[src/rtl/fetch_pkg.sv]
// Shared types and constants for the instruction prefetch front end.
package fetch_pkg;

  typedef enum logic [1:0] {
    ST_IDLE    = 2'd0,
    ST_REQ     = 2'd1,
    ST_DISCARD = 2'd2
  } fetch_state_e;

  localparam int unsigned INST_BYTES = 4;
  // Low PC bits that must be cleared to word-align an address.
  localparam int unsigned PC_LOW_MASK = INST_BYTES - 1;

endpackage

[src/rtl/fetch_fifo.sv]
// Synchronous FIFO with push, pop and flush; flush overrides a same-cycle push/pop.
module fetch_fifo #(
  parameter int WIDTH = 64,
  parameter int DEPTH = 4,
  localparam int PW = $clog2(DEPTH),
  localparam int CW = PW + 1
) (
  input  logic             clk,
  input  logic             resetn,
  input  logic             push,
  input  logic [WIDTH-1:0] push_data,
  input  logic             pop,
  input  logic             flush,
  output logic [WIDTH-1:0] head,
  output logic             head_valid,
  output logic [CW-1:0]    count
);

  logic [WIDTH-1:0] mem [DEPTH];
  logic [PW-1:0]    wr_ptr;
  logic [PW-1:0]    rd_ptr;
  logic             do_push;
  logic             do_pop;

  // A push into a full FIFO is only accepted when a pop frees a slot that cycle.
  assign do_pop     = pop && (count != '0);
  assign do_push    = push && ((count != CW'(DEPTH)) || do_pop);
  assign head       = mem[rd_ptr];
  assign head_valid = (count != '0);

  always_ff @(posedge clk) begin
    if (!resetn || flush) begin
      wr_ptr <= '0;
      rd_ptr <= '0;
      count  <= '0;
    end else begin
      if (do_push) wr_ptr <= wr_ptr + PW'(1);
      if (do_pop)  rd_ptr <= rd_ptr + PW'(1);
      count <= count + CW'(do_push) - CW'(do_pop);
    end
  end

  always_ff @(posedge clk) begin
    if (do_push && !flush) mem[wr_ptr] <= push_data;
  end

endmodule

[src/rtl/ifetch_prefetch.sv]
// Instruction-fetch front end: runs ahead on a valid/ready bus into a {pc, inst} FIFO,
// with backend redirects flushing the FIFO and discarding any in-flight response.
module ifetch_prefetch
  import fetch_pkg::*;
#(
  parameter int ADDR_WIDTH = 32,
  parameter int INST_WIDTH = 32,
  parameter int DEPTH      = 4,
  parameter logic [ADDR_WIDTH-1:0] RESET_PC = '0,
  localparam int CW = $clog2(DEPTH) + 1
) (
  input  logic                  clk,
  input  logic                  resetn,
  output logic                  i_valid,
  input  logic                  i_ready,
  output logic [ADDR_WIDTH-1:0] i_addr,
  input  logic [INST_WIDTH-1:0] i_rdata,
  output logic [INST_WIDTH-1:0] i_wdata,
  output logic [3:0]            i_wstrb,
  output logic                  out_valid,
  input  logic                  out_ready,
  output logic [INST_WIDTH-1:0] out_inst,
  output logic [ADDR_WIDTH-1:0] out_pc,
  input  logic                  redirect_valid,
  input  logic [ADDR_WIDTH-1:0] redirect_pc,
  output logic [CW-1:0]         count,
  output fetch_state_e          fsm_state
);

  // Bus handshake: a request is i_valid=1 with i_addr; it completes in the cycle
  // i_ready=1, when i_rdata is also valid. Until then i_valid/i_addr are held.

  localparam logic [ADDR_WIDTH-1:0] ALIGN_MASK = ~ADDR_WIDTH'(PC_LOW_MASK);
  localparam logic [ADDR_WIDTH-1:0] PC_STEP    = ADDR_WIDTH'(INST_BYTES);

  fetch_state_e            state, state_n;
  logic                    i_valid_n;
  logic [ADDR_WIDTH-1:0]   i_addr_n;
  logic [ADDR_WIDTH-1:0]   fetch_pc, fetch_pc_n;
  logic [ADDR_WIDTH-1:0]   target_pc;
  logic                    push, pop;
  logic [CW-1:0]           count_after;
  logic [ADDR_WIDTH+INST_WIDTH-1:0] head;

  assign i_wdata   = '0;
  assign i_wstrb   = '0;
  assign fsm_state = state;
  assign target_pc = redirect_pc & ALIGN_MASK;

  assign push = (state == ST_REQ) && i_ready && !redirect_valid;
  assign pop  = out_valid && out_ready && !redirect_valid;
  // Occupancy once this cycle's push/pop has landed; decides whether to keep fetching.
  assign count_after = count + CW'(push) - CW'(pop);

  fetch_fifo #(
    .WIDTH(ADDR_WIDTH + INST_WIDTH),
    .DEPTH(DEPTH)
  ) u_fifo (
    .clk       (clk),
    .resetn    (resetn),
    .push      (push),
    .push_data ({i_addr, i_rdata}),
    .pop       (pop),
    .flush     (redirect_valid),
    .head      (head),
    .head_valid(out_valid),
    .count     (count)
  );

  assign out_pc   = head[INST_WIDTH +: ADDR_WIDTH];
  assign out_inst = head[INST_WIDTH-1:0];

  always_ff @(posedge clk) begin
    if (!resetn) begin
      state    <= ST_IDLE;
      i_valid  <= 1'b0;
      i_addr   <= '0;
      fetch_pc <= RESET_PC;
    end else begin
      state    <= state_n;
      i_valid  <= i_valid_n;
      i_addr   <= i_addr_n;
      fetch_pc <= fetch_pc_n;
    end
  end

  always_comb begin
    state_n    = state;
    i_valid_n  = i_valid;
    i_addr_n   = i_addr;
    fetch_pc_n = fetch_pc;
    if (redirect_valid) begin
      fetch_pc_n = target_pc;
      // An un-acked request cannot be withdrawn, so its response is discarded later.
      if (state == ST_IDLE || i_ready) begin
        i_valid_n = 1'b1;
        i_addr_n  = target_pc;
        state_n   = ST_REQ;
      end else begin
        state_n = ST_DISCARD;
      end
    end else begin
      case (state)
        ST_IDLE: begin
          if (count_after < CW'(DEPTH)) begin
            i_valid_n = 1'b1;
            i_addr_n  = fetch_pc;
            state_n   = ST_REQ;
          end
        end
        ST_REQ: begin
          if (i_ready) begin
            fetch_pc_n = i_addr + PC_STEP;
            if (count_after < CW'(DEPTH)) begin
              i_addr_n = i_addr + PC_STEP;
            end else begin
              i_valid_n = 1'b0;
              state_n   = ST_IDLE;
            end
          end
        end
        ST_DISCARD: begin
          if (i_ready) begin
            i_addr_n = fetch_pc;
            state_n  = ST_REQ;
          end
        end
        default: begin
          i_valid_n = 1'b0;
          state_n   = ST_IDLE;
        end
      endcase
    end
  end

endmodule
[config.mk]
export PLATFORM = sky130hd
export DESIGN_NAME = ifetch_prefetch
export DESIGN_NICKNAME = d
export VERILOG_FILES = /design/src/rtl/fetch_pkg.sv /design/src/rtl/fetch_fifo.sv /design/src/rtl/ifetch_prefetch.sv
export SDC_FILE = /design/constraint.sdc
export NUM_CORES = 1
export LEC_CHECK = 0
export ABC_AREA = 0
export BUFFER_PORTS_ARGS = -buffer_cell sky130_fd_sc_hd__buf_2
export CORE_ASPECT_RATIO = 1.4
export CORE_MARGIN = 1.5
export CORE_UTILIZATION = 45
export DETAILED_ROUTE_END_ITERATION = 8
export HOLD_SLACK_MARGIN = 0.08
export PLACE_DENSITY_LB_ADDON = 0.15
export REMOVE_ABC_BUFFERS = 1
export SLEW_MARGIN = 40
export SYNTH_ARGS = -nofsm -noshare
export SYNTH_HDL_FRONTEND = slang
export SYNTH_SLANG_ARGS = --single-unit
[constraint.sdc]
create_clock -name clk -period 4.44 [get_ports clk]
set_input_delay 0.888 -clock clk [delete_from_list [all_inputs] [get_ports clk]]
set_output_delay 0.888 -clock clk [all_outputs]
set_load 0.02 [all_outputs]
==> impl_metrics.yaml <==
cells_and_area:
  final_util_pct: 53.4
  fin_cells: 1528
  fin_nets: 1189
  fillers: 2546
  final_cell_area_sq_mm: 0.0164
  areaGrowthSynthToFinish_pct: 17.0
  drive_gt1_share_pct: 28.4
synthesis:
  yosys_warnings: 0
  synthFlopType: "edfxtp_1"
  synthArstFlopShare_pct: 0
  synth.distinct_cells: 69
  synth_commonest_cells: "256 x edfxtp_1, 76 x dfxtp_1, 64 x mux4_2, 59 x a21oi_1, 56 x nand2_1"
  synth.avg_cell_area_sq_um: 14.8
  synth_edf_count: 256
  ys_ff_latch: 332
  synth.largest_area_cell: "edfxtp_1"
  ys_seq_area_share_pct: 65.6
  yosys-top-cells-area: "edfxtp_1 55%, dfxtp_1 11%, mux4_2 10%"
  postSynthCellCount: 947
  syn-cell-area_sq_mm: 0.0140
  yosysTopAreaCellShare_pct: 54.8
  yosysMostFrequentCell: "edfxtp_1"
placement:
  port_buffers: 169
  place.gp.congestion: 0.781
  postPlaceCellArea_sq_mm: 0.0152
  dp_cells: 1464
  dp_hpwl_mm: 19.7
setup_path:
  crit-reg2reg-capture: "i_addr[8]"
  critPathLaunchType: "flop"
  arrival_ns: 2.36
  critical_path_peak_fanout: 22
  ff2ff_setup_slack_ns: 1.37
  end_kind: "output port"
  cp.required_ns: 3.55
  worstSetupPathType: "flop to output port"
  r2r_cells: 12
  r2r_start: "u_fifo.count[1]"
hold_path:
  hold_path.class: "flop to flop"
  hold_depth: 2
  whs_endpoint: "fetch_pc[0]"
  min_from: "fetch_pc[0]"
pwr:
  switching_power_uw: 1600
  powerDensity_mw_per_mm2: 427
  p_seq_share_pct: 50.3
  irDropWorstVdd_mv: 0.242
  power.total_uw: 7010
  pwr-share-clk_pct: 42.4
  power_leakage_uw: 0.00569
  comb_power_share_pct: 7.3
  p_int_uw: 5420
  swShare_pct: 22.8
timing:
  finalClockSkew_ns: 0.0163
  hold_viol: 0
  setup_viol: 0
  maxSlewViolCount: 0
  worstMarginPinSlew_ns: 0.819
  min_period_ns: 3.24
  final.setup.tns_ns: 0
  grt_setup_unrepaired: "no"
  maxSlewHeadroom_pct: 45.0
  max_freq_ghz: 0.308
  period_share_pct: 73.0
floorplanning:
  ios: 208
  chipWidth_microns: 152
  die_height_microns: 212
  core_area_sq_mm: 0.0307
  dieArea_sq_mm: 0.0323
  initial_core_util_pct: 45.7
  rows: 76
cts:
  insertion_delay_ns: 0.52
  ctsResizeCount: 0
  htreeDepth: 2
  cts.clk_slew.worst_paths_ns: 0.06
  cts_tree: "done"
  cts_buffers: 34
  postCtsSetupBuffers: 0
  cts_buffer_depth: 3
  cts_hold_buf: 0
  cts_root_buf: "clkbuf_16"
  cts.sinks: 332
route:
  first_pass_iters: 5
  wl_mm: 32.0
  routed_via_density: 5.67
  vias: 8669
  ant_nets: 0
  drtIter0Drc: 552
  drc: 0
  wl_per_cell_microns: 21.0
run_status:
  outcome: "finished clean"
flow_run:
  max-cap-violations: 0
global_routing:
  track_usage_pct: 20.0
  grt_first_pass_wirelength_mm: 49.8
  grt_antenna_before_repair: 4
  grt.overflow.total: 0
  grt_max_degree: 67
  grt_pass1_vias: 8447
[cell type report]
class | count | area, sq um | area share, %
Sequential cell | 332 | 9220 | 56.2
Multi-Input combinational cell | 537 | 4430 | 27.0
Timing Repair Buffer | 191 | 1060 | 6.48
Clock buffer | 44 | 910 | 5.54
Tap cell | 390 | 488 | 2.97
Clock inverter | 17 | 244 | 1.49
Inverter | 14 | 55.1 | 0.335
Antenna cell | 3 | 7.51 | 0.0457
[cell usage in the layout, fill, tap and decap left out, types with 5 or more instances in the layout]
master / instances
a21oi_1: 59
a222oi_1: 8
a22oi_1: 21
a31oi_1: 11
and2_1: 5
and3_1: 8
and4_1: 8
buf_2: 168
buf_4: 19
bufinv_16: 6
clkbuf_1: 9
clkbuf_16: 35
clkinv_2: 6
conb_1: 36
dfxtp_1: 74
edfxtp_1: 256
ha_1: 9
inv_1: 12
mux4_2: 64
nand2_1: 56
nand2b_1: 6
nand3_1: 17
nand4_1: 11
nor2_1: 33
nor3_1: 16
nor4_1: 6
o211ai_1: 11
o21ai_0: 20
o21ai_1: 10
o31a_1: 10
o32ai_1: 12
or3_1: 5
xnor2_1: 11
xor2_1: 13
[power groups by stage]
stage	registers (uW)	clock network, uW	logic [uW]
4_1_cts	3530	3050	512
6_report	3530	2970	511
3_3_place_gp	3590	0	501
2_1_floorplan	3600	0	274
3_5_place_dp	3600	0	510
5_1_grt	3540	3150	558
[metrics by stage]
step / setup WS (ns) / hold slack, ns
global placement: 1.11 / 0.442
finish: 1.20 / 0.455
detailed placement: 1.09 / 0.446
CTS: 1.10 / 0.455
global route: 1.05 / 0.475
floorplan: 0.0985 / 0.432
[layer usage]
layer	routed length (microns)	vias to the layer above	track usage (%)
met4	835	2	7.26
met1	13300	4338	25.8
met2	16300	259	34.5
met3	1580	54	3.09
met5	12	-	0
li1	-	4016	-
[critical path, cell delays in order (launching register included)]
cell and delay [ns]:
dfxtp_4 0.69, buf_4 0.39, mux4_2 0.56, buf_2 0.18
[state kept, by name, summed over array words and instances (netlist names), named ones only]
name	count
u_fifo.rd_ptr	2
u_fifo.wr_ptr	2
u_fifo.count	3
fsm_state	2
fetch_pc	32
i_addr	32
u_fifo.mem	256
i_valid	1
[how the worst max path moves through the flow]
stage | to
finish | out_inst[2]
global route | out_inst[2]
CTS | out_inst[2]
detailed placement | i_addr[8]
global placement | i_addr[8]
floorplan | out_inst[0]
[kinds of logic after synthesis]
logic type	Yosys count	share of synthesized area, %
flops	332	65.6
compound gates	204	9.83
simple gates	195	7.32
buf+inv	113	4.08
mux	67	10.5
xor+xnor	25	1.66
fa+ha+maj	10	0.946
other cells	1	0.0267
No activity file was read; power rests on OpenSTA's default activity.
